### config.mk
export PLATFORM = sky130hd
export DESIGN_NAME = fb_read_arbiter
export DESIGN_NICKNAME = d
export VERILOG_FILES = /design/src/rtl/fb_read_arbiter_pkg.sv /design/src/rtl/fb_rd_pipe.sv /design/src/rtl/fb_read_arbiter.sv
export SDC_FILE = /design/constraint.sdc
export NUM_CORES = 1
export LEC_CHECK = 0
export CAP_MARGIN = 5
export CORE_MARGIN = 2
export CORE_UTILIZATION = 30
export CTS_BUF_LIST = sky130_fd_sc_hd__clkbuf_4
export DETAILED_ROUTE_END_ITERATION = 7
export GPL_TIMING_DRIVEN = 0
export PLACE_DENSITY = 0.78
export SLEW_MARGIN = 0
export SYNTH_ARGS = -nofsm -noshare
export SYNTH_HDL_FRONTEND = slang
export SYNTH_SLANG_ARGS = --single-unit
### constraint.sdc
create_clock -name i_clk -period 1.9 [get_ports i_clk]
set_clock_uncertainty 0.1 [all_clocks]
set_input_delay 0.19 -clock i_clk [delete_from_list [all_inputs] [get_ports i_clk]]
set_output_delay 0.19 -clock i_clk [all_outputs]
set_load 0.02 [all_outputs]
### src/rtl/fb_read_arbiter_pkg.sv
// Shared types for the framebuffer port arbiters: owner and state encodings, address-width helper.
package fb_read_arbiter_pkg;

    localparam int c_stall_w = 16;

    typedef enum logic {
        OWN_DRV = 1'b0,
        OWN_ANI = 1'b1
    } owner_e;

    typedef enum logic [1:0] {
        S_IDLE = 2'd0,
        S_DRV  = 2'd1,
        S_ANI  = 2'd2
    } state_e;

    // 32 channels per LED board; address covers every channel in the chain.
    function automatic int f_addr_w(input int ledboards);
        return $clog2(ledboards * 32);
    endfunction

endpackage

### src/rtl/fb_rd_pipe.sv
// Carries {valid, owner} of each granted read through the framebuffer read latency.
// Synchronous clear drops every in-flight read.
module fb_rd_pipe
    import fb_read_arbiter_pkg::*;
#(
    parameter int c_rd_lat = 1
) (
    input  logic   i_clk,
    input  logic   i_rst,
    input  logic   i_vld,
    input  owner_e i_own,
    output logic   o_vld,
    output owner_e o_own
);

    logic   [c_rd_lat-1:0] r_vld;
    owner_e                r_own [c_rd_lat];

    always_ff @(posedge i_clk) begin
        if (i_rst) begin
            r_vld <= '0;
        end else begin
            r_vld[0] <= i_vld;
            for (int k = 1; k < c_rd_lat; k++) begin
                r_vld[k] <= r_vld[k-1];
            end
        end
    end

    // Owner is only qualified by the valid bit, so it needs no reset.
    always_ff @(posedge i_clk) begin
        r_own[0] <= i_own;
        for (int k = 1; k < c_rd_lat; k++) begin
            r_own[k] <= r_own[k-1];
        end
    end

    assign o_vld = r_vld[c_rd_lat-1];
    assign o_own = r_own[c_rd_lat-1];

endmodule

### src/rtl/fb_read_arbiter.sv
// Arbitrates the current-framebuffer read port between driver and animator with bounded bursts.
// Optional stall counters under FB_ARB_STATS_EN.
module fb_read_arbiter
    import fb_read_arbiter_pkg::*;
#(
    parameter int c_ledboards = 30,
    parameter int c_bpc       = 12,
    parameter int c_rd_lat    = 1,
    parameter int c_max_burst = 32,
    parameter int c_addr_w    = f_addr_w(c_ledboards)
) (
    input  logic                i_clk,
    input  logic                i_rst,
    input  logic                i_drv_req,
    input  logic [c_addr_w-1:0] i_drv_addr,
    output logic                o_drv_gnt,
    output logic                o_drv_rvalid,
    output logic [c_bpc-1:0]    o_drv_rdata,
    input  logic                i_ani_req,
    input  logic [c_addr_w-1:0] i_ani_addr,
    output logic                o_ani_gnt,
    output logic                o_ani_rvalid,
    output logic [c_bpc-1:0]    o_ani_rdata,
`ifdef FB_ARB_STATS_EN
    input  logic                i_stats_clr,
    output logic [c_stall_w-1:0] o_stall_drv,
    output logic [c_stall_w-1:0] o_stall_ani,
`endif
    output logic [c_addr_w-1:0] o_fb_raddr,
    input  logic [c_bpc-1:0]    i_fb_rdata
);

    localparam int                c_cnt_w   = $clog2(c_max_burst + 1);
    localparam logic [c_cnt_w-1:0] c_max_cnt = c_cnt_w'(c_max_burst);
    localparam logic [c_cnt_w-1:0] c_one     = c_cnt_w'(1);

    state_e               r_state, w_state_nxt;
    logic [c_cnt_w-1:0]   r_cnt, w_cnt_nxt;
    logic                 w_gnt_drv, w_gnt_ani;
    logic                 w_drv_yield, w_ani_yield;
    logic                 w_pipe_vld;
    owner_e               w_pipe_own;

    assign w_drv_yield = i_ani_req && (r_cnt >= c_max_cnt);
    assign w_ani_yield = i_drv_req && (r_cnt >= c_max_cnt);

    always_ff @(posedge i_clk) begin
        if (i_rst) begin
            r_state <= S_IDLE;
            r_cnt   <= '0;
        end else begin
            r_state <= w_state_nxt;
            r_cnt   <= w_cnt_nxt;
        end
    end

    always_comb begin
        w_gnt_drv   = 1'b0;
        w_gnt_ani   = 1'b0;
        w_state_nxt = S_IDLE;
        w_cnt_nxt   = '0;

        case (r_state)
            S_DRV: begin
                if (i_drv_req && !w_drv_yield) w_gnt_drv = 1'b1;
                else if (i_ani_req)            w_gnt_ani = 1'b1;
            end
            S_ANI: begin
                if (i_ani_req && !w_ani_yield) w_gnt_ani = 1'b1;
                else if (i_drv_req)            w_gnt_drv = 1'b1;
            end
            default: begin
                if (i_drv_req)      w_gnt_drv = 1'b1;
                else if (i_ani_req) w_gnt_ani = 1'b1;
            end
        endcase

        // Nothing is granted while reset is held, so the port is quiet from the first reset cycle.
        if (i_rst) begin
            w_gnt_drv = 1'b0;
            w_gnt_ani = 1'b0;
        end

        // The count tracks how long the other side has been waiting behind the current owner.
        if (w_gnt_drv) begin
            w_state_nxt = S_DRV;
            if (i_ani_req) w_cnt_nxt = (r_state == S_DRV) ? r_cnt + c_one : c_one;
        end else if (w_gnt_ani) begin
            w_state_nxt = S_ANI;
            if (i_drv_req) w_cnt_nxt = (r_state == S_ANI) ? r_cnt + c_one : c_one;
        end
    end

    assign o_drv_gnt  = w_gnt_drv;
    assign o_ani_gnt  = w_gnt_ani;
    assign o_fb_raddr = w_gnt_drv ? i_drv_addr : (w_gnt_ani ? i_ani_addr : '0);

    fb_rd_pipe #(
        .c_rd_lat (c_rd_lat)
    ) u_rd_pipe (
        .i_clk (i_clk),
        .i_rst (i_rst),
        .i_vld (w_gnt_drv || w_gnt_ani),
        .i_own (w_gnt_ani ? OWN_ANI : OWN_DRV),
        .o_vld (w_pipe_vld),
        .o_own (w_pipe_own)
    );

    assign o_drv_rvalid = w_pipe_vld && (w_pipe_own == OWN_DRV);
    assign o_ani_rvalid = w_pipe_vld && (w_pipe_own == OWN_ANI);
    assign o_drv_rdata  = i_fb_rdata;
    assign o_ani_rdata  = i_fb_rdata;

`ifdef FB_ARB_STATS_EN
    logic [c_stall_w-1:0] r_stall_drv, r_stall_ani;

    always_ff @(posedge i_clk) begin
        if (i_rst || i_stats_clr) begin
            r_stall_drv <= '0;
            r_stall_ani <= '0;
        end else begin
            if (i_drv_req && !w_gnt_drv && (r_stall_drv != '1)) r_stall_drv <= r_stall_drv + 1'b1;
            if (i_ani_req && !w_gnt_ani && (r_stall_ani != '1)) r_stall_ani <= r_stall_ani + 1'b1;
        end
    end

    assign o_stall_drv = r_stall_drv;
    assign o_stall_ani = r_stall_ani;
`endif

endmodule
-- Word level (Yosys, flattened, before mapping)
Memories as Yosys holds them, arrays and structs flattened.
Cells that the tools add are included.
- flip-flop bits (word level): 9
- latch bits: 0
- memory bits (writable): 1
- ROM bits: 0
- bits of input ports: 36
- logic and storage cells: 42
- memories kept: 1
- memory list (memory ; depth ; bits a word ; rd ports ; clocked after Yosys merged registers in ; wr ports ; RTL line ; RTL):
    u_rd_pipe.r_own ; 1 ; 1 ; 1 ; 0 ; 1 ; fb_rd_pipe.sv:17 ; owner_e r_own [c_rd_lat];
- add/subtract/negate cells: 1
- multipliers: 0
- div/mod/pow operators: 0
- magnitude comparators: 1
- eq/ne operators: 2
- shift-type cells: 0
- muxes and demuxes: 22
- bitwise operators: 1
- reductions and logical operators: 10
- operators with widths (kind ; count):
    6-bit 2-to-1 mux ; 6
    10-bit 2-to-1 mux ; 2
    1-bit 2-to-1 mux ; 11
    6-bit by 1-bit adder with 6-bit output (second input constant) ; 1
    6-bit greater-or-equal comparator (second input constant) ; 1
    1-bit logical AND ; 6
    1-bit case mux with 2 select lines ; 2
    2-bit by 1-bit equality test with 1-bit output (second input constant) ; 1
    2-bit equality test (second input constant) ; 1
    1-bit zero test ; 2
    2-bit 2-to-1 mux ; 1
    2-bit OR reduction ; 1
    1-bit logical OR ; 1
    1-bit NOT ; 1

-- Depth between registers and ports, before layout
- word-level depth: 9
- gate-level depth with buffers: 7

-- Modules after synthesis
A second synthesis with hierarchy kept.
- cells, all modules: 117
- area, all modules: 920.9 µm²
- modules (own cells, without submodules) (module ; instances ; cells each ; area an instance (µm²) ; sequential area each (µm²)):
    fb_read_arbiter ; 1 ; 114 ; 867.1 ; 160.2
    fb_rd_pipe ; 1 ; 3 ; 53.8 ; 40.0

-- Least setup slack after synthesis
No wires, ideal clock.
- path type: flip-flop to output port
- start point: register r_state[0]
- end point: output o_fb_raddr[0]
- data arrival time: 2.046 ns
- data required time: 1.610 ns
- slack: -0.436 ns
- cell stages (with the launch flop): 8
- buffers on the path: 1
- cell sequence: dfxtp_1 -> inv_1 -> ha_1 -> or4b_4 -> o311ai_4 -> o2111ai_2 -> buf_6 -> o32ai_1
- word-level cells in the longest chain between the ends: 5
- elaborated cells between the ends (all ways): 8
- those cells by class: eq/ne (2); mux (6)
- RTL lines (item ; RTL line ; RTL):
    from (decl) ; fb_read_arbiter.sv:37 ; state_e r_state, w_state_nxt;
    from (signal assigned) ; fb_read_arbiter.sv:52 ; r_state <= w_state_nxt;
    2-bit equality test or 2-bit by 1-bit equality test with 1-bit output (tied branches) ; fb_read_arbiter.sv:63 ; case (r_state)
    1-bit case mux with 2 select lines ; fb_read_arbiter.sv:63 ;
    1-bit 2-to-1 mux ; fb_read_arbiter.sv:79 ; if (i_rst) begin
    10-bit 2-to-1 mux ; fb_read_arbiter.sv:96 ; assign o_fb_raddr = w_gnt_drv ? i_drv_addr : (w_gnt_ani ? i_ani_addr : '0);
    10-bit 2-to-1 mux (*) ; fb_read_arbiter.sv:96 ;
    to (decl) ; fb_read_arbiter.sv:29 ; output logic [c_addr_w-1:0] o_fb_raddr,
Mark *: on every way between the ends. The rest lies on a longest branch, timed or not.

-- Final worst setup path
- start point: register r_state[0]
- end point: output o_fb_raddr[4]
Same word-level chain as after synthesis.

==> results.py <==
metrics = {
    "timing": {
        "finalHoldWorstSlack_ps": 411,
        "maxClockFrequency_ghz": 0.401,
        "timing.final.max_slew_violations": 0,
        "setup-violations-final": 16,
        "timing.final.hold_violations": 0,
        "layout_worst_path_cycle_share_pct": 131,
        "tightestPinTransition_ps": 794,
        "finalWorstPathRequiredPeriod_ps": 2490,
        "layout_setup_ws_ps": -593,
        "grt_setup_unrepaired": "yes",
        "max_slew_margin_pct": 47.1,
    },
    "power_and_ir_drop": {
        "pwr_density_cell_mw_per_mm2": 431,
        "total_switching_power_uw": 287,
        "power.share.combinational_pct": 55.0,
        "sequentialPowerShare_pct": 26.6,
        "peakVddDrop_uv": 271,
        "part_of_the_power_in_the_clock_network_pct": 18.4,
        "power.share.switching_pct": 34.3,
        "total_leakage_power_nw": 0.770,
        "internal_power_uw": 548,
    },
    "clock_network": {
        "clk_pin_slew_ps": 70,
        "cts-buffers-inserted": 3,
        "cts.path.max_buffers": 2,
        "cts_sinks": 10,
        "worst_skew_pair.late_latency_ps": 270,
        "cts.htree.levels": 1,
        "cts_root_buffer": "sky130_fd_sc_hd__clkbuf_4",
        "post_cts_hold_buffer_count": 0,
        "clock_tree_from_tritoncts": "built",
    },
    "critical_path": {
        "timing.critical_path.to_type": "primary output",
        "wp_data_arrival_ps": 2200,
        "critical_path.max_fanout": 4,
        "cpLargestDelayFamily": "buffers and inverters",
        "buffering_stage_count_on_the_worst_path_with_inverters_included": 5,
        "startpoint_type": "flop",
        "worst-endpoint-required_ps": 1610,
        "critPathMaxStageDelay_ps": 490,
        "timing_worst_setup_path_type": "reg -> out",
        "cpMostUsedCell": "sky130_fd_sc_hd__buf_6",
        "timing.critical_path.slowest_stage_cell": "sky130_fd_sc_hd__or4b_4",
        "cp_cell_sequence": "inv_2 -> ha_4 -> or4b_4 -> o311ai_4 -> buf_4 -> buf_6 -> buf_6 -> o32ai_4 -> buf_6",
    },
    "detailed_routing": {
        "via_per_inst": 4.74,
        "route.detailed.drc": 2,
        "wl_per_cell_um": 12.3,
        "route.antenna.remaining_nets": 0,
        "detailroute.via_count": 1062,
        "detail_route.first_pass.iterations": 6,
        "wl_mm": 2.76,
        "dr.first_iter.drc_count": 22,
    },
    "outcome": {
        "run_status": "finished with violations",
        "failed_checks": "DRC, setup timing",
    },
    "layout": {
        "syn2layout_area_growth_pct": 114,
        "final_core_utilization_pct": 69.0,
        "fillers": 218,
        "layout-drive-gt1-share_pct": 40.4,
        "post-route-cell-area_mm2": 0.00194,
        "fin_nets": 233,
        "antenna_cells": 0,
    },
    "logic_synthesis": {
        "synth-seq-area-share_pct": 22.1,
        "syn_avg_cell_area_um2": 7.82,
        "synth.largest_area_cell": "sky130_fd_sc_hd__dfxtp_1",
        "synth.ff_latch_count": 10,
        "post_synth_most_frequent_cells": "sky130_fd_sc_hd__buf_4, sky130_fd_sc_hd__inv_1, sky130_fd_sc_hd__nand2b_1, sky130_fd_sc_hd__nor2_1, sky130_fd_sc_hd__o32ai_1",
        "synth_area_um2": 907,
        "yosys_warnings": 0,
        "synthFlopType": "sky130_fd_sc_hd__dfxtp_1",
        "synth.top_cells.by_area": "sky130_fd_sc_hd__dfxtp_1, sky130_fd_sc_hd__buf_4, sky130_fd_sc_hd__o32ai_1",
        "synthesis.instances": 116,
        "yosysTopAreaCellShare_pct": 22.1,
        "async_reset_ff_share_pct": 0,
        "synthesis.nets": 155,
        "yosys.cell_count.top_type": "sky130_fd_sc_hd__buf_4",
        "number_of_flops_mapped_to_enable_cells_by_yosys": 0,
        "number_of_unique_standard_cell_types_used_by_synthesis": 27,
    },
    "global_route": {
        "globalRoute.totalOverflow": 0,
        "grt_usage_pct": 15.9,
        "grt_first_pass_wirelength_mm": 4.37,
        "vias_in_the_first_global_route": 1018,
        "antenna_found_initial": 0,
        "largest_net_degree_at_the_start_of_global_routing": 11,
    },
    "floorplanning": {
        "initial_standard_cell_utilization_of_the_core_pct": 32.3,
        "floorplan.die_area_mm2": 0.00348,
        "top_level_ports": 74,
        "die-height_um": 59.0,
        "die_w_um": 59.0,
        "num_rows": 19,
        "fp.coreArea_mm2": 0.00281,
    },
    "placement": {
        "dp.final_hpwl_mm": 2.06,
        "dp_worst_setup_slack_ps": -1120,
        "post_dp_cell_area_mm2": 0.00175,
        "buffer_ports.inserted": 60,
        "final_wtd_congestion": 0.799,
    },
    "run": {
        "max_cap_violations": 0,
    },
    "worst_hold_path": {
        "hold_class": "in -> reg",
    },
}
[power by group through the flow]
stage	sequential, mW	clock (mW)	combinational, mW
after floorplan	0.226	0	0.243
after global placement	0.227	0	0.387
after detailed placement	0.227	0	0.394
after CTS	0.222	0.153	0.439
after global routing	0.224	0.162	0.482
final	0.222	0.154	0.459
[area by class of cell]
type                    instances  area, um^2  area share (%)
repair buffers                 73         722            37.3
multi-input cells              63         677            34.9
plain buffers                  29         218            11.2
flip-flops and latches         10         203            10.5
inverters                      14        52.6            2.71
well taps                      31        38.8            2.00
clock buffers                   3        22.5            1.16
clock inverters                 1        3.75           0.194
[metrics by stage]
stage / TNS, ps / cells / power [mW]
after detailed placement: -12910 / 207 / 0.621
final: -6860 / 224 / 0.835
after floorplan: -2440 / 116 / 0.469
after global routing: -8060 / 224 / 0.867
after global placement: -12290 / 207 / 0.614
after CTS: -6410 / 221 / 0.814
[path summary, 6_finish.rpt]
kind,startpoint,end,slack (ps),depth (start not counted)
max reg2reg,r_state[0],u_rd_pipe.o_vld,-140,9
max,r_state[0],o_fb_raddr[4],-590,9
min,i_rst,r_cnt[1],410,3
min reg2reg,r_cnt[4],r_cnt[4],420,2
[repair_timing]
action | 4_1_cts | 5_1_grt
pin swaps | 4 | 2
gates cloned | 1 | 0
setup buffers | 9 | 3
setup endpoints to repair | 15 | 21
gates resized for setup | 80 | 5
hold endpoints to repair | 0 | 0
[flip-flops by register name, summed over array words and instances, names as in the netlist]
| signal | cells |
|---|---|
| r_state | 2 |
| u_rd_pipe.r_own | 1 |
| u_rd_pipe.o_vld | 1 |
| r_cnt | 6 |
[placed cells by master, fill, tap and decap left out, types with 2 or more instances in the layout]
master / Yosys / layout
sky130_fd_sc_hd__clkbuf_1: 3 / 3
sky130_fd_sc_hd__nand3_1: 3 / 3
sky130_fd_sc_hd__buf_4: 24 / 34
sky130_fd_sc_hd__dfxtp_1: 10 / 8
sky130_fd_sc_hd__dfxtp_2: 0 / 2
sky130_fd_sc_hd__buf_8: 0 / 2
sky130_fd_sc_hd__xor2_1: 2 / 2
sky130_fd_sc_hd__inv_2: 0 / 2
sky130_fd_sc_hd__nand2b_1: 11 / 11
sky130_fd_sc_hd__o32ai_4: 0 / 9
sky130_fd_sc_hd__nand2_1: 4 / 4
sky130_fd_sc_hd__clkdlybuf4s50_1: 0 / 48
sky130_fd_sc_hd__xnor2_1: 2 / 2
sky130_fd_sc_hd__a21oi_2: 0 / 2
sky130_fd_sc_hd__clkbuf_4: 0 / 3
sky130_fd_sc_hd__inv_1: 14 / 12
sky130_fd_sc_hd__ha_4: 0 / 2
sky130_fd_sc_hd__nor2b_1: 2 / 2
sky130_fd_sc_hd__nor2_1: 11 / 10
sky130_fd_sc_hd__buf_6: 1 / 14
[kinds of logic after synthesis]
family	synth area share, %
flops	22.1
xor+xnor	3.86
compound gates	19.0
buf+inv	28.7
simple gates	22.2
fa+ha+maj	4.14
[per-layer routing]
metal  routed length, um  GRT usage [%]  part of all wire [%]  vias to the layer above
li1                    -              -                     -                      522
met1                 989           17.4                    36                      489
met2                1540           30.5                    56                       47
met3                 192           3.71                   7.0                        4
met4                  34           4.22                   1.2                        0
met5                   0              0                     0                        -
[worst min-delay path, delay by kind of cell]
kind,cells,cell delay [ps]
buf+inv,1,280
simple gates,2,270
(Power assumes the default switching activity.)
